File: src/rtl/mem_access_unit_if.sv
// ----------------------------------------------------------------------------
// mem_access_unit_if
// Groups the CPU-side request/response handshake and the RAM-side bus of
// mem_access_unit into one bundle.
//   slave  : view used by mem_access_unit (accepts requests, drives the RAM)
//   master : view used by the CPU stage / RAM side (issues requests, returns
//            read data)
// Signals:
//   req_valid/req_ready/req_write/req_funct3/req_addr/req_wdata  request
//   resp_valid/resp_ready/resp_rdata/resp_misaligned/resp_illegal response
//   mem_address/mem_data_in/mem_write_enable/mem_read_enable      RAM strobes
//   mem_data_out                                                  RAM read data
// ----------------------------------------------------------------------------
interface mem_access_unit_if #(
    parameter int unsigned ADDR_WIDTH = 32
) ();
    logic                  req_valid;
    logic                  req_ready;
    logic                  req_write;
    logic [2:0]            req_funct3;
    logic [ADDR_WIDTH-1:0] req_addr;
    logic [31:0]           req_wdata;
    logic                  resp_valid;
    logic                  resp_ready;
    logic [31:0]           resp_rdata;
    logic                  resp_misaligned;
    logic                  resp_illegal;
    logic [ADDR_WIDTH-1:0] mem_address;
    logic [31:0]           mem_data_in;
    logic [3:0]            mem_write_enable;
    logic                  mem_read_enable;
    logic [31:0]           mem_data_out;

    modport slave (
        input  req_valid, req_write, req_funct3, req_addr, req_wdata,
        input  resp_ready, mem_data_out,
        output req_ready, resp_valid, resp_rdata, resp_misaligned, resp_illegal,
        output mem_address, mem_data_in, mem_write_enable, mem_read_enable
    );

    modport master (
        output req_valid, req_write, req_funct3, req_addr, req_wdata,
        output resp_ready, mem_data_out,
        input  req_ready, resp_valid, resp_rdata, resp_misaligned, resp_illegal,
        input  mem_address, mem_data_in, mem_write_enable, mem_read_enable
    );
endinterface

File: src/rtl/mem_access_unit.sv
// ----------------------------------------------------------------------------
// mem_access_unit
// RV32 load/store engine between the execute/memory stage and a byte-enabled
// single-port data RAM. One request per handshake; stores produce a byte mask
// and lane-replicated data, loads wait READ_LATENCY cycles and then extract
// and sign/zero-extend the addressed lane. Misaligned or illegal accesses are
// answered directly without any RAM strobe.
// Ports:
//   clk    : clock, all logic on posedge
//   rst_n  : synchronous active-low reset
//   bus    : mem_access_unit_if.slave (request, response and RAM signals)
//   stat_loads/stat_stores/stat_faults : completion counters, present only
//            when MEM_ACCESS_STATS_EN is defined
// Parameters:
//   READ_LATENCY : RAM read latency in cycles (1..7)
//   ADDR_WIDTH   : byte address width
// ----------------------------------------------------------------------------
module mem_access_unit #(
    parameter int unsigned READ_LATENCY = 1,
    parameter int unsigned ADDR_WIDTH   = 32
) (
    input  logic                clk,
    input  logic                rst_n,
    mem_access_unit_if.slave    bus
`ifdef MEM_ACCESS_STATS_EN
    ,
    output logic [31:0]         stat_loads,
    output logic [31:0]         stat_stores,
    output logic [31:0]         stat_faults
`endif
);

    typedef enum logic [2:0] {
        ST_IDLE  = 3'd0,
        ST_WRITE = 3'd1,
        ST_READ  = 3'd2,
        ST_WAIT  = 3'd3,
        ST_RESP  = 3'd4
    } state_t;

    function automatic logic is_illegal(input logic wr, input logic [2:0] f3);
        logic ill;
        if (wr) begin
            ill = !(f3 inside {3'b000, 3'b001, 3'b010});
        end else begin
            ill = !(f3 inside {3'b000, 3'b001, 3'b010, 3'b100, 3'b101});
        end
        return ill;
    endfunction

    // f3[1:0] encodes the access size for both signed and unsigned loads.
    function automatic logic is_misaligned(input logic [2:0] f3, input logic [1:0] lo);
        return ((f3[1:0] == 2'b01) && lo[0]) || ((f3[1:0] == 2'b10) && (lo != 2'b00));
    endfunction

    function automatic logic [3:0] store_mask(input logic [2:0] f3, input logic [1:0] lo);
        logic [3:0] m;
        case (f3)
            3'b000:  m = 4'b0001 << lo;
            3'b001:  m = 4'b0011 << {lo[1], 1'b0};
            3'b010:  m = 4'b1111;
            default: m = 4'b0000;
        endcase
        return m;
    endfunction

    function automatic logic [31:0] store_data(input logic [2:0] f3, input logic [31:0] wd);
        logic [31:0] d;
        case (f3)
            3'b000:  d = {4{wd[7:0]}};
            3'b001:  d = {2{wd[15:0]}};
            default: d = wd;
        endcase
        return d;
    endfunction

    function automatic logic [31:0] load_extract(input logic [2:0] f3, input logic [1:0] lo,
                                                 input logic [31:0] data);
        logic [7:0]  b;
        logic [15:0] h;
        logic [31:0] r;
        b = 8'(data >> {lo, 3'b000});
        h = 16'(data >> {lo[1], 4'b0000});
        case (f3)
            3'b000:  r = {{24{b[7]}}, b};
            3'b001:  r = {{16{h[15]}}, h};
            3'b010:  r = data;
            3'b100:  r = {24'h000000, b};
            3'b101:  r = {16'h0000, h};
            default: r = 32'h0000_0000;
        endcase
        return r;
    endfunction

    state_t                state_q, state_d;
    logic [2:0]            cnt_q, cnt_d;
    logic [2:0]            funct3_q, funct3_d;
    logic [1:0]            addr_lo_q, addr_lo_d;
    logic                  req_ready_q, req_ready_d;
    logic                  resp_valid_q, resp_valid_d;
    logic [31:0]           resp_rdata_q, resp_rdata_d;
    logic                  resp_mis_q, resp_mis_d;
    logic                  resp_ill_q, resp_ill_d;
    logic [ADDR_WIDTH-1:0] mem_address_q, mem_address_d;
    logic [31:0]           mem_data_in_q, mem_data_in_d;
    logic [3:0]            mem_we_q, mem_we_d;
    logic                  mem_re_q, mem_re_d;
    logic                  illegal_s;
    logic                  misaligned_s;
`ifdef MEM_ACCESS_STATS_EN
    logic                  write_q, write_d;
    logic [31:0]           stat_loads_q, stat_loads_d;
    logic [31:0]           stat_stores_q, stat_stores_d;
    logic [31:0]           stat_faults_q, stat_faults_d;
`endif

    assign illegal_s    = is_illegal(bus.req_write, bus.req_funct3);
    assign misaligned_s = !illegal_s && is_misaligned(bus.req_funct3, bus.req_addr[1:0]);

    // Next-state and next-output computation for the access FSM.
    always_comb begin
        state_d       = state_q;
        cnt_d         = cnt_q;
        funct3_d      = funct3_q;
        addr_lo_d     = addr_lo_q;
        resp_valid_d  = resp_valid_q;
        resp_rdata_d  = resp_rdata_q;
        resp_mis_d    = resp_mis_q;
        resp_ill_d    = resp_ill_q;
        mem_address_d = mem_address_q;
        mem_data_in_d = mem_data_in_q;
        // Strobes are single-cycle pulses: they drop unless re-asserted here.
        mem_we_d      = 4'b0000;
        mem_re_d      = 1'b0;
`ifdef MEM_ACCESS_STATS_EN
        write_d       = write_q;
        stat_loads_d  = stat_loads_q;
        stat_stores_d = stat_stores_q;
        stat_faults_d = stat_faults_q;
`endif
        case (state_q)
            ST_IDLE: begin
                if (bus.req_valid && req_ready_q) begin
                    funct3_d      = bus.req_funct3;
                    addr_lo_d     = bus.req_addr[1:0];
                    mem_address_d = {bus.req_addr[ADDR_WIDTH-1:2], 2'b00};
                    mem_data_in_d = store_data(bus.req_funct3, bus.req_wdata);
`ifdef MEM_ACCESS_STATS_EN
                    write_d       = bus.req_write;
`endif
                    if (illegal_s || misaligned_s) begin
                        state_d      = ST_RESP;
                        resp_valid_d = 1'b1;
                        resp_rdata_d = 32'h0000_0000;
                        resp_ill_d   = illegal_s;
                        resp_mis_d   = misaligned_s;
                    end else if (bus.req_write) begin
                        state_d  = ST_WRITE;
                        mem_we_d = store_mask(bus.req_funct3, bus.req_addr[1:0]);
                    end else begin
                        state_d  = ST_READ;
                        mem_re_d = 1'b1;
                    end
                end else begin
                    state_d = ST_IDLE;
                end
            end
            ST_WRITE: begin
                state_d      = ST_RESP;
                resp_valid_d = 1'b1;
                resp_rdata_d = 32'h0000_0000;
                resp_ill_d   = 1'b0;
                resp_mis_d   = 1'b0;
            end
            ST_READ: begin
                state_d = ST_WAIT;
                cnt_d   = 3'(READ_LATENCY - 1);
            end
            ST_WAIT: begin
                // Count reaching zero marks the edge on which RAM data is valid.
                if (cnt_q == 3'd0) begin
                    state_d      = ST_RESP;
                    resp_valid_d = 1'b1;
                    resp_rdata_d = load_extract(funct3_q, addr_lo_q, bus.mem_data_out);
                    resp_ill_d   = 1'b0;
                    resp_mis_d   = 1'b0;
                end else begin
                    cnt_d = cnt_q - 3'd1;
                end
            end
            ST_RESP: begin
                if (bus.resp_ready) begin
                    state_d      = ST_IDLE;
                    resp_valid_d = 1'b0;
                    resp_rdata_d = 32'h0000_0000;
                    resp_ill_d   = 1'b0;
                    resp_mis_d   = 1'b0;
`ifdef MEM_ACCESS_STATS_EN
                    if (resp_ill_q || resp_mis_q) begin
                        stat_faults_d = stat_faults_q + 32'd1;
                    end else if (write_q) begin
                        stat_stores_d = stat_stores_q + 32'd1;
                    end else begin
                        stat_loads_d = stat_loads_q + 32'd1;
                    end
`endif
                end else begin
                    state_d = ST_RESP;
                end
            end
            default: begin
                state_d      = ST_IDLE;
                resp_valid_d = 1'b0;
            end
        endcase
        req_ready_d = (state_d == ST_IDLE);
    end

    // State and registered-output flops with synchronous reset.
    always_ff @(posedge clk) begin
        if (!rst_n) begin
            state_q       <= ST_IDLE;
            cnt_q         <= 3'd0;
            funct3_q      <= 3'b000;
            addr_lo_q     <= 2'b00;
            req_ready_q   <= 1'b0;
            resp_valid_q  <= 1'b0;
            resp_rdata_q  <= 32'h0000_0000;
            resp_mis_q    <= 1'b0;
            resp_ill_q    <= 1'b0;
            mem_address_q <= '0;
            mem_data_in_q <= 32'h0000_0000;
            mem_we_q      <= 4'b0000;
            mem_re_q      <= 1'b0;
`ifdef MEM_ACCESS_STATS_EN
            write_q       <= 1'b0;
            stat_loads_q  <= 32'h0000_0000;
            stat_stores_q <= 32'h0000_0000;
            stat_faults_q <= 32'h0000_0000;
`endif
        end else begin
            state_q       <= state_d;
            cnt_q         <= cnt_d;
            funct3_q      <= funct3_d;
            addr_lo_q     <= addr_lo_d;
            req_ready_q   <= req_ready_d;
            resp_valid_q  <= resp_valid_d;
            resp_rdata_q  <= resp_rdata_d;
            resp_mis_q    <= resp_mis_d;
            resp_ill_q    <= resp_ill_d;
            mem_address_q <= mem_address_d;
            mem_data_in_q <= mem_data_in_d;
            mem_we_q      <= mem_we_d;
            mem_re_q      <= mem_re_d;
`ifdef MEM_ACCESS_STATS_EN
            write_q       <= write_d;
            stat_loads_q  <= stat_loads_d;
            stat_stores_q <= stat_stores_d;
            stat_faults_q <= stat_faults_d;
`endif
        end
    end

    assign bus.req_ready        = req_ready_q;
    assign bus.resp_valid       = resp_valid_q;
    assign bus.resp_rdata       = resp_rdata_q;
    assign bus.resp_misaligned  = resp_mis_q;
    assign bus.resp_illegal     = resp_ill_q;
    assign bus.mem_address      = mem_address_q;
    assign bus.mem_data_in      = mem_data_in_q;
    assign bus.mem_write_enable = mem_we_q;
    assign bus.mem_read_enable  = mem_re_q;
`ifdef MEM_ACCESS_STATS_EN
    assign stat_loads  = stat_loads_q;
    assign stat_stores = stat_stores_q;
    assign stat_faults = stat_faults_q;
`endif

endmodule
File: src/flat_wrapper.sv
// flat-port wrapper written by rule: the top's interface ports become plain ports
module mem_access_unit_flat 
#(
    parameter int unsigned READ_LATENCY = 1,
    parameter int unsigned ADDR_WIDTH   = 32
)
  (clk, rst_n, bus_req_valid, bus_req_write, bus_req_funct3, bus_req_addr, bus_req_wdata, bus_resp_ready, bus_mem_data_out, bus_req_ready, bus_resp_valid, bus_resp_rdata, bus_resp_misaligned, bus_resp_illegal, bus_mem_address, bus_mem_data_in, bus_mem_write_enable, bus_mem_read_enable);
  mem_access_unit_if #(.ADDR_WIDTH(ADDR_WIDTH)) bus_i ();
  input  logic clk;
  input  logic rst_n;
  input wire logic [$bits(bus_i.req_valid)-1:0] bus_req_valid;
  input wire logic [$bits(bus_i.req_write)-1:0] bus_req_write;
  input wire logic [$bits(bus_i.req_funct3)-1:0] bus_req_funct3;
  input wire logic [$bits(bus_i.req_addr)-1:0] bus_req_addr;
  input wire logic [$bits(bus_i.req_wdata)-1:0] bus_req_wdata;
  input wire logic [$bits(bus_i.resp_ready)-1:0] bus_resp_ready;
  input wire logic [$bits(bus_i.mem_data_out)-1:0] bus_mem_data_out;
  output wire logic [$bits(bus_i.req_ready)-1:0] bus_req_ready;
  output wire logic [$bits(bus_i.resp_valid)-1:0] bus_resp_valid;
  output wire logic [$bits(bus_i.resp_rdata)-1:0] bus_resp_rdata;
  output wire logic [$bits(bus_i.resp_misaligned)-1:0] bus_resp_misaligned;
  output wire logic [$bits(bus_i.resp_illegal)-1:0] bus_resp_illegal;
  output wire logic [$bits(bus_i.mem_address)-1:0] bus_mem_address;
  output wire logic [$bits(bus_i.mem_data_in)-1:0] bus_mem_data_in;
  output wire logic [$bits(bus_i.mem_write_enable)-1:0] bus_mem_write_enable;
  output wire logic [$bits(bus_i.mem_read_enable)-1:0] bus_mem_read_enable;
  assign bus_i.req_valid = bus_req_valid;
  assign bus_i.req_write = bus_req_write;
  assign bus_i.req_funct3 = bus_req_funct3;
  assign bus_i.req_addr = bus_req_addr;
  assign bus_i.req_wdata = bus_req_wdata;
  assign bus_i.resp_ready = bus_resp_ready;
  assign bus_i.mem_data_out = bus_mem_data_out;
  assign bus_req_ready = bus_i.req_ready;
  assign bus_resp_valid = bus_i.resp_valid;
  assign bus_resp_rdata = bus_i.resp_rdata;
  assign bus_resp_misaligned = bus_i.resp_misaligned;
  assign bus_resp_illegal = bus_i.resp_illegal;
  assign bus_mem_address = bus_i.mem_address;
  assign bus_mem_data_in = bus_i.mem_data_in;
  assign bus_mem_write_enable = bus_i.mem_write_enable;
  assign bus_mem_read_enable = bus_i.mem_read_enable;
  mem_access_unit #(.READ_LATENCY(READ_LATENCY), .ADDR_WIDTH(ADDR_WIDTH)) u_core (.clk(clk), .rst_n(rst_n), .bus(bus_i));
endmodule
File: config.mk
export PLATFORM = sky130hd
export DESIGN_NAME = mem_access_unit_flat
export DESIGN_NICKNAME = d
export VERILOG_FILES = /design/src/rtl/mem_access_unit_if.sv /design/src/rtl/mem_access_unit.sv /design/src/flat_wrapper.sv
export SDC_FILE = /design/constraint.sdc
export NUM_CORES = 1
export LEC_CHECK = 0
export BUFFER_PORTS_ARGS = -buffer_cell sky130_fd_sc_hd__buf_2
export CORE_AREA = 5 5 115 117
export DETAILED_ROUTE_END_ITERATION = 16
export DIE_AREA = 0 0 120 122
export PLACE_DENSITY = 0.77
export SLEW_MARGIN = 30
export SYNTH_ARGS = -nofsm -noshare
export SYNTH_HDL_FRONTEND = slang
export SYNTH_SLANG_ARGS = --single-unit
File: constraint.sdc
create_clock -name clk -period 5.5 [get_ports clk]
set_input_delay 1.1 -clock clk [delete_from_list [all_inputs] [get_ports clk]]
set_output_delay 1.1 -clock clk [all_outputs]
set_load 0.01 [all_outputs]
==> results of run 1 <==
## through the flow
stage	utilization (%)	total power, W
6_report	56.7	0.00239
5_1_grt	56.7	0.00250
4_1_cts	56.6	0.00241
3_5_place_dp	51.5	0.00124
3_3_place_gp	51.5	0.00124
2_1_floorplan	-	0.00112
## synthesized netlist by cell type, drive strengths merged, types with 3 or more instances
| cell type | n | share of area [%] |
|---|---|---|
| clkbuf | 25 | 1.8 |
| nand3 | 9 | 0.85 |
| dfxtp | 114 | 43 |
| a21boi | 52 | 7.3 |
| a21oi | 30 | 2.9 |
| nor2b | 5 | 0.59 |
| nor4 | 3 | 0.75 |
| o21ai | 13 | 1.2 |
| nand2 | 125 | 8.8 |
| a21o | 3 | 0.42 |
| nor2 | 17 | 1.2 |
| nand2b | 7 | 0.96 |
| mux2i | 22 | 4.1 |
| o211ai | 9 | 1.3 |
| and2 | 3 | 0.35 |
| a222oi | 5 | 0.94 |
| inv | 6 | 0.42 |
| o211a | 16 | 3.0 |
| mux2 | 4 | 0.85 |
| buf | 25 | 3.3 |
| o2bb2ai | 32 | 8.8 |
| a221oi | 12 | 2.1 |
| nor3 | 7 | 0.85 |
## worst reg2reg max path, delay by kind of cell, from the launching register on
family	cells	cell delay, ps
AO/OA/AOI/OAI	1	290
adder cells (fa/ha/maj)	1	160
buffers and inverters	1	80
flip-flops	1	320
AND/OR/NAND/NOR	4	1410
## logic make-up after synthesis
logic type | Yosys count | synth area share, %
compound gates | 181 | 29.3
fa+ha+maj | 2 | 0.469
mux | 27 | 5.40
flops | 114 | 42.8
simple gates | 187 | 16.4
other cells | 1 | 0.0704
buf+inv | 56 | 5.54
## area by class of cell
| cell class | instances | area share, % |
|---|---|---|
| inverters | 6 | 0.324 |
| multi-input cells | 399 | 39.9 |
| clock inverters | 13 | 2.64 |
| well taps | 150 | 2.70 |
| repair buffers | 210 | 15.3 |
| clock buffers | 19 | 6.37 |
| flip-flops and latches | 114 | 32.8 |
## cells in the final DEF, fill, tap and decap left out, types with 2 or more instances in the layout
cell type and instances:
buf_2 206, nand2_1 125, dfxtp_1 114, a21boi_0 51, o2bb2ai_2 30, a21oi_1 29, mux2i_1 22, clkbuf_16 17
nor2_1 16, o211a_1 16, o21ai_0 13, a221oi_1 11, o211ai_1 9, nand3_1 9, nand2b_1 6, clkinvlp_4 6
nor3_1 5, nor2b_1 5, inv_1 5, a222oi_1 5, mux2_2 4, bufinv_16 4, buf_4 4, and2_1 3
a21o_1 3, o2bb2ai_1 2, o311ai_0 2, o21a_1 2, nor4_2 2, nor3_2 2, a211o_1 2, ha_1 2
conb_1 2, clkinv_2 2
## per-layer routing
| metal | part of all wire (%) | GRT usage [%] |
|---|---|---|
| met5 | 0 | 0 |
| met4 | 1.8 | 7.73 |
| met3 | 12 | 10.2 |
| met2 | 45 | 33.9 |
| met1 | 41 | 25.4 |
## power groups by stage
| stage | sequential (W) | clock, W | combinational [W] |
|---|---|---|---|
| global route | 0.000900 | 0.00123 | 0.000366 |
| CTS | 0.000894 | 0.00119 | 0.000332 |
| detailed placement | 0.000911 | 0 | 0.000332 |
| floorplan | 0.000920 | 0 | 0.000200 |
| finish | 0.000894 | 0.00117 | 0.000332 |
| global placement | 0.000910 | 0 | 0.000327 |
## state kept, by name (all words and copies together), names as in the netlist, 2 cells and up
| register | flops |
|---|---|
| u_core.bus.mem_data_in | 32 |
| u_core.bus.resp_rdata | 32 |
| u_core.bus.mem_address | 30 |
| u_core.bus.mem_write_enable | 4 |
| u_core.cnt_q | 3 |
| u_core.funct3_q | 3 |
| u_core.state_q | 3 |
| u_core.addr_lo_q | 2 |
## path summary, 6_finish.rpt
check        cells after the start  slack [ps]                          to                  startpoint
max                              4        2960   u_core.bus.resp_rdata[31]                       rst_n
min                              2         450  u_core.bus.resp_misaligned  u_core.bus.resp_misaligned
min reg2reg                      2         450  u_core.bus.resp_misaligned  u_core.bus.resp_misaligned
max reg2reg                      7        3170   u_core.bus.resp_rdata[31]             u_core.cnt_q[0]
==> results.cfg, run 1 <==
[finish]
multi_input_area_sq_um = 2770
diodes = 0
seq_area_sq_um = 2280
filler_cell_count = 1135
finish.instance_area_sq_um = 6950
area_growth_pct = 30.5
fin_cells = 911
fin_nets = 854
drive_above_1_share_pct = 38.8

[clock_network]
htreeDepth = 4
postCtsHoldBufs = 0
post-cts-setup-buffer-count = 0
cts_made_buffers = 17
cts_buffer_depth = 2
clock_sinks = 114
clkTransAtPathRegs_ps = 50
cts_root_buf = clkbuf_16
clkLatencyLatePin_ps = 410
cts_resized = 0
cts_tree = done

[route]
drt_iter0_drc = 398
post_drt_via_cell_ratio = 5.45
drcViolationCount = 0
wire_per_inst_um = 17.2
ant_nets = 0
drt_wl_total_um = 15700
vias = 4966
drtPass1Iterations = 5

[yosys]
yosysWarnings = 0
ys_seq_elements = 114
synth_top_flop_cell = dfxtp_1
synthArstFlopShare_pct = 0
ys_types = 54
synthCells = 568
yosysSeqAreaShare_pct = 42.8
avgSynthCellArea_sq_um = 9.38
synth_edf_count = 0
syn_area_sq_um = 5330

[grt]
grtUsageTotal_pct = 21.4
overflow = 0
grt_pass1_vias = 4866
grt_pass1_wl_um = 24800
grt_max_degree = 79
antenna_found_initial = 0

[sta]
timing.final.ws_setup_ps = 2960
rsz0062_at_grt = false
tns_ps = 0
timing.final.crit_share_pct = 46.2
tightest_slew_ps = 957
fin_crit_ps = 2540
max_freq_ghz = 0.394
hold_violations = 0
finalClockSkew_ps = 5.81
finalSetupViolCount = 0
relSlewSlack_pct = 36.2
hold_slack_ps = 453
slew_viol_final = 0

[setup_path]
critical_path.slowest_cell = or3_2
critPathMaxFanout = 42
crit_type = primary input to flip-flop
crit_family = simple AND/OR/NAND/NOR gates
slowest_delay_ps = 850
critPathArrivalTime_ps = 2870
critPathCaptureType = flip-flop
crit_buf_inv = 1
cp.required_ps = 5830
start_kind = primary input
path_cells = buf_2 > nand2_1 > or3_2 > o2bb2ai_1

[min_path]
min_path_type = flip-flop to flip-flop

[placement]
dp.final_hpwl_um = 11300
port_buffers = 206
gp_congestion = 0.854
place_area_sq_um = 6320
dp.cells = 879
pre_cts_ws_ps = 2390

[die]
die_area_sq_um = 14600
io_pins = 209
fp-row-count = 41
core_area_sq_um = 12300
die_w_um = 120
die_h_um = 122
start_util_pct = 43.5

[power_and_ir_drop]
pwr-share-clk_pct = 48.8
power.internal_w = 0.00177
power_frac_comb_pct = 13.9
leakage_nw = 3.20
power_density_nw_per_um2 = 344
ir_drop_v = 0.000232
switching_share_pct = 26.2
p_switching_w = 0.000626
seq_power_share_pct = 37.4

[job]
drv_cap = 0

[run_status]
outcome = complete, no violations
Note: power is estimated with default switching activity, not from simulation.
==> inputs of run 2 (changes only) <==
==> constraint.sdc (replaced) <==
create_clock -name clk -period 2.6 [get_ports clk]
set_input_delay 0.52 -clock clk [delete_from_list [all_inputs] [get_ports clk]]
set_output_delay 0.52 -clock clk [all_outputs]
set_load 0.01 [all_outputs]
==> results.cfg, run 2 (same netlist as run 1, synthesis figures left out) <==
[setup_path]
start_kind = flip-flop
critPathArrivalTime_ps = 2450
critPathCaptureType = flip-flop
critPathMaxFanout = 32
crit_type = flip-flop to flip-flop
slowest_delay_ps = 470
cp.required_ps = 2940
path_cells = inv_1 > ha_1 > nor2b_1 > nor3b_2 > nor2_1 > or3_2 > buf_4 > o2bb2ai_2
critical_path.slowest_cell = or3_2

[run_status]
outcome = complete, no violations

[job]
drv_cap = 0

[route]
drcViolationCount = 0
ant_nets = 0
post_drt_via_cell_ratio = 5.36
drt_wl_total_um = 15600
vias = 4940
drtPass1Iterations = 8
wire_per_inst_um = 16.9
drt_iter0_drc = 391

[finish]
fin_nets = 864
drive_above_1_share_pct = 39.6
filler_cell_count = 1092
area_growth_pct = 32.6
final_common_cell = buf_2
fin_cells = 922
layout_common_cells = 206 x buf_2, 125 x nand2_1, 114 x dfxtp_1

[sta]
hold_violations = 0
timing.final.crit_share_pct = 81.4
max_freq_ghz = 0.473
rsz0062_at_grt = false
fin_crit_ps = 2120
tns_ps = 0
finalClockSkew_ps = 9.03
tightest_slew_ps = 710
relSlewSlack_pct = 52.5
hold_slack_ps = 352
finalSetupViolCount = 0
slew_viol_final = 0

[clock_network]
cts_buffer_depth = 2
post-cts-setup-buffer-count = 0
cts_tree = done
clock_sinks = 114
clkLatencyLatePin_ps = 410
cts_resized = 0
postCtsHoldBufs = 0
cts_root_buf = clkbuf_16
htreeDepth = 4
cts_made_buffers = 17
clkTransAtPathRegs_ps = 60

[placement]
dp.final_hpwl_um = 11500
port_buffers = 206
gp_congestion = 0.845
dp.cells = 889

[die]
die_area_sq_um = 14600
die_w_um = 120
core_area_sq_um = 12300
die_h_um = 122
io_pins = 209
fp-row-count = 41
start_util_pct = 43.5

[power_and_ir_drop]
power_density_nw_per_um2 = 726
leakage_nw = 3.27
ir_drop_v = 0.000438

[grt]
overflow = 0
grt_max_degree = 84
grtUsageTotal_pct = 21.3
grt_pass1_vias = 4734
grt_pass1_wl_um = 24700
antenna_found_initial = 3

[min_path]
min_path_type = primary input to flip-flop
-- run 2: path summary, 6_finish.rpt --
| check | from | end | slack, ps | cells past startpoint |
|---|---|---|---|---|
| worst max-delay path | u_core.cnt_q[0] | u_core.bus.resp_rdata[20] | 480 | 8 |
| worst min-delay path | bus_req_addr[4] | u_core.bus.mem_address[4] | 350 | 3 |
| worst max register to register | u_core.cnt_q[0] | u_core.bus.resp_rdata[20] | 480 | 8 |
| worst min register to register | u_core.bus.mem_address[17] | u_core.bus.mem_address[17] | 460 | 2 |
-- run 2: cell type report --
type                            instances  area (sq um)  share of cell area, %
Clock buffer                           21           470                   6.65
Clock inverter                         11           178                   2.51
Antenna cell                            1          2.50                 0.0354
Sequential cell                       114          2280                   32.3
Tap cell                              150           188                   2.65
Timing Repair Buffer                  220          1160                   16.4
Inverter                                6          22.5                  0.319
Multi-Input combinational cell        399          2770                   39.1
-- run 2: worst max-delay path: cells and delay by family (launching register included) --
family / cells / cell delay, ps
simple gates: 4 / 980
buf+inv: 2 / 390
flops: 1 / 320
compound gates: 1 / 200
fa+ha+maj: 1 / 150
-- run 2: per-layer routing --
layer	vias to the layer above	GRT usage, %	part of all wire (%)
li1	2421	-	-
met2	224	33.5	45
met1	2265	25.7	43
met3	26	10.0	11
met4	4	6.87	1.6
met5	-	0	0.17
-- run 2: metrics by stage --
step | power (W) | util, % | worst slack, ps | area, sq um
final | 0.00513 | 57.7 | 485 | 7070
after global routing | 0.00534 | 57.7 | 330 | 7070
after CTS | 0.00518 | 57.6 | 482 | 7070
after detailed placement | 0.00265 | 52.4 | 491 | 6420
after global placement | 0.00264 | 52.4 | 563 | 6420
after floorplan | 0.00237 | - | 790 | 5330
-- run 2: report_power, final --
group	switching (W)	leakage, nW	internal, W
logic	0.000426	2.04	0.000299
registers	0.0000577	0.926	0.00183
clock network	0.000830	0.306	0.00168
total	0.00131	3.27	0.00382
==> inputs of run 3 (changes only) <==
--- a/config.mk
+++ b/config.mk
@@ -6,10 +6,10 @@
 export NUM_CORES = 1
 export LEC_CHECK = 0
 export BUFFER_PORTS_ARGS = -buffer_cell sky130_fd_sc_hd__buf_2
-export CORE_AREA = 5 5 115 117
+export CORE_AREA = 5 5 117 119
 export DETAILED_ROUTE_END_ITERATION = 16
-export DIE_AREA = 0 0 120 122
-export PLACE_DENSITY = 0.77
+export DIE_AREA = 0 0 122 124
+export PLACE_DENSITY = 0.78
 export SLEW_MARGIN = 30
 export SYNTH_ARGS = -nofsm -noshare
 export SYNTH_HDL_FRONTEND = slang
==> constraint.sdc (replaced) <==
create_clock -name clk -period 1.9 [get_ports clk]
set_input_delay 0.38 -clock clk [delete_from_list [all_inputs] [get_ports clk]]
set_output_delay 0.38 -clock clk [all_outputs]
set_load 0.01 [all_outputs]
==> results.cfg, run 3 (same netlist as run 1, synthesis figures left out) <==
[run_status]
outcome = complete, no violations

[setup_path]
critPathLaunch = u_core.state_q[0]
start_kind = flip-flop
r2r_start = u_core.state_q[0]
crit_type = flip-flop to flip-flop
critPathMaxFanout = 9
critPathArrivalTime_ps = 2150
cp.required_ps = 2240
critPathCaptureType = flip-flop
reg2reg_slack_ps = 90

[grt]
overflow = 0
grtUsageTotal_pct = 22.2
grt_pass1_wl_um = 26300
grt_pass1_vias = 5002
grt_max_degree = 72
antenna_found_initial = 1

[sta]
relSlewSlack_pct = 57.5
hold_violations = 0
timing.final.crit_share_pct = 95.4
max_freq_ghz = 0.552
fin_crit_ps = 1810
finalClockSkew_ps = 6.17
slew_viol_final = 0
rsz0062_at_grt = false
tns_ps = 0
finalSetupViolCount = 0
hold_slack_ps = 217
tightest_slew_ps = 629

[clock_network]
postCtsHoldBufs = 0
clkLatencyLatePin_ps = 410
cts_tree = done
htreeDepth = 4
cts_root_buf = clkbuf_16
cts_made_buffers = 17
cts_buffer_depth = 2
clock_sinks = 114
clkTransAtPathRegs_ps = 50

[power_and_ir_drop]
power_density_nw_per_um2 = 941
leakage_nw = 3.44
ir_drop_v = 0.000563

[route]
ant_nets = 0
post_drt_via_cell_ratio = 5.30
drt_iter0_drc = 353
drcViolationCount = 0
drtPass1Iterations = 7
vias = 5133
drt_wl_total_um = 16800
wire_per_inst_um = 17.4

[finish]
fin_nets = 888
layout_common_cells = 206 x buf_2, 125 x nand2_1, 114 x dfxtp_1
area_growth_pct = 38.1
final_common_cell = buf_2
drive_above_1_share_pct = 42.0

[die]
io_pins = 209
die_w_um = 122
die_h_um = 124
fp-row-count = 41
start_util_pct = 42.8
core_area_sq_um = 12500
die_area_sq_um = 15100

[job]
drv_cap = 0

[placement]
gp_congestion = 0.836
dp.final_hpwl_um = 11900
port_buffers = 206

[min_path]
min_path_type = primary input to flip-flop
worstHoldStart = bus_req_addr[19]
[run 3: changes by cell type in the layout (fill, tap and decap cells not counted), moves of 2 or more]
cell       before  now
clkinv_4        4    0
inv_1           5    3
clkbuf_16      17   19
buf_4          12   33
clkinv_2        0    3
inv_2           1    3
[run 3: worst max-delay path, cell delays in order (launching register included)]
cell and delay (ps):
dfxtp_1 520, inv_2 120, or2_4 280, or3_4 480, clkbuf_16 210, o2bb2ai_2 130
[run 3: layer usage]
metal	part of all wire (%)	vias to the layer above	global-route usage [%]
li1	-	2463	-
met1	41	2401	26.0
met2	47	238	36.2
met3	10	31	10.0
met4	1.9	0	7.91
met5	0	-	0
[run 3: final timing paths]
path / end / cells past startpoint
max: u_core.bus.resp_rdata[14] / 5
min: u_core.bus.mem_address[19] / 3
max reg2reg: u_core.bus.resp_rdata[14] / 5
min reg2reg: u_core.bus.mem_address[19] / 2
[run 3: what timing repair did]
action                                  in CTS  in global routing
setup buffers                                0                  0
pin swaps                                    0                  3
resized for setup                            3                 11
endpoints found under the setup margin      32                 32
gates cloned                                 1                  2
[run 3: stage by stage]
| step | std cells | cell area, sq um | power [W] | utilization (%) | setup WS (ps) |
|---|---|---|---|---|---|
| 2_1_floorplan | 569 | 5330 | 0.00324 | - | 118 |
| 3_3_place_gp | 932 | 6600 | 0.00366 | 53.0 | 36.9 |
| 3_5_place_dp | 932 | 6600 | 0.00367 | 53.0 | -38.7 |
| 4_1_cts | 965 | 7250 | 0.00698 | 58.2 | 24.2 |
| 5_1_grt | 968 | 7360 | 0.00722 | 59.1 | 1.17 |
| 6_report | 968 | 7360 | 0.00693 | 59.1 | 86.8 |
[run 3: cell type report]
| class | instances | area, sq um |
|---|---|---|
| Tap cell | 172 | 215 |
| Clock buffer | 23 | 488 |
| Timing Repair Buffer | 244 | 1400 |
| Antenna cell | 1 | 2.50 |
| Sequential cell | 114 | 2280 |
| Fill cell | 1123 | 5100 |
| Clock inverter | 9 | 128 |
| Multi-Input combinational cell | 399 | 2830 |
| Inverter | 6 | 22.5 |
[run 3: report_power, final]
part / switching, W / leakage (nW) / internal (W)
registers: 0.0000681 / 0.926 / 0.00251
logic: 0.000628 / 2.21 / 0.000442
clock network: 0.00109 / 0.295 / 0.00219
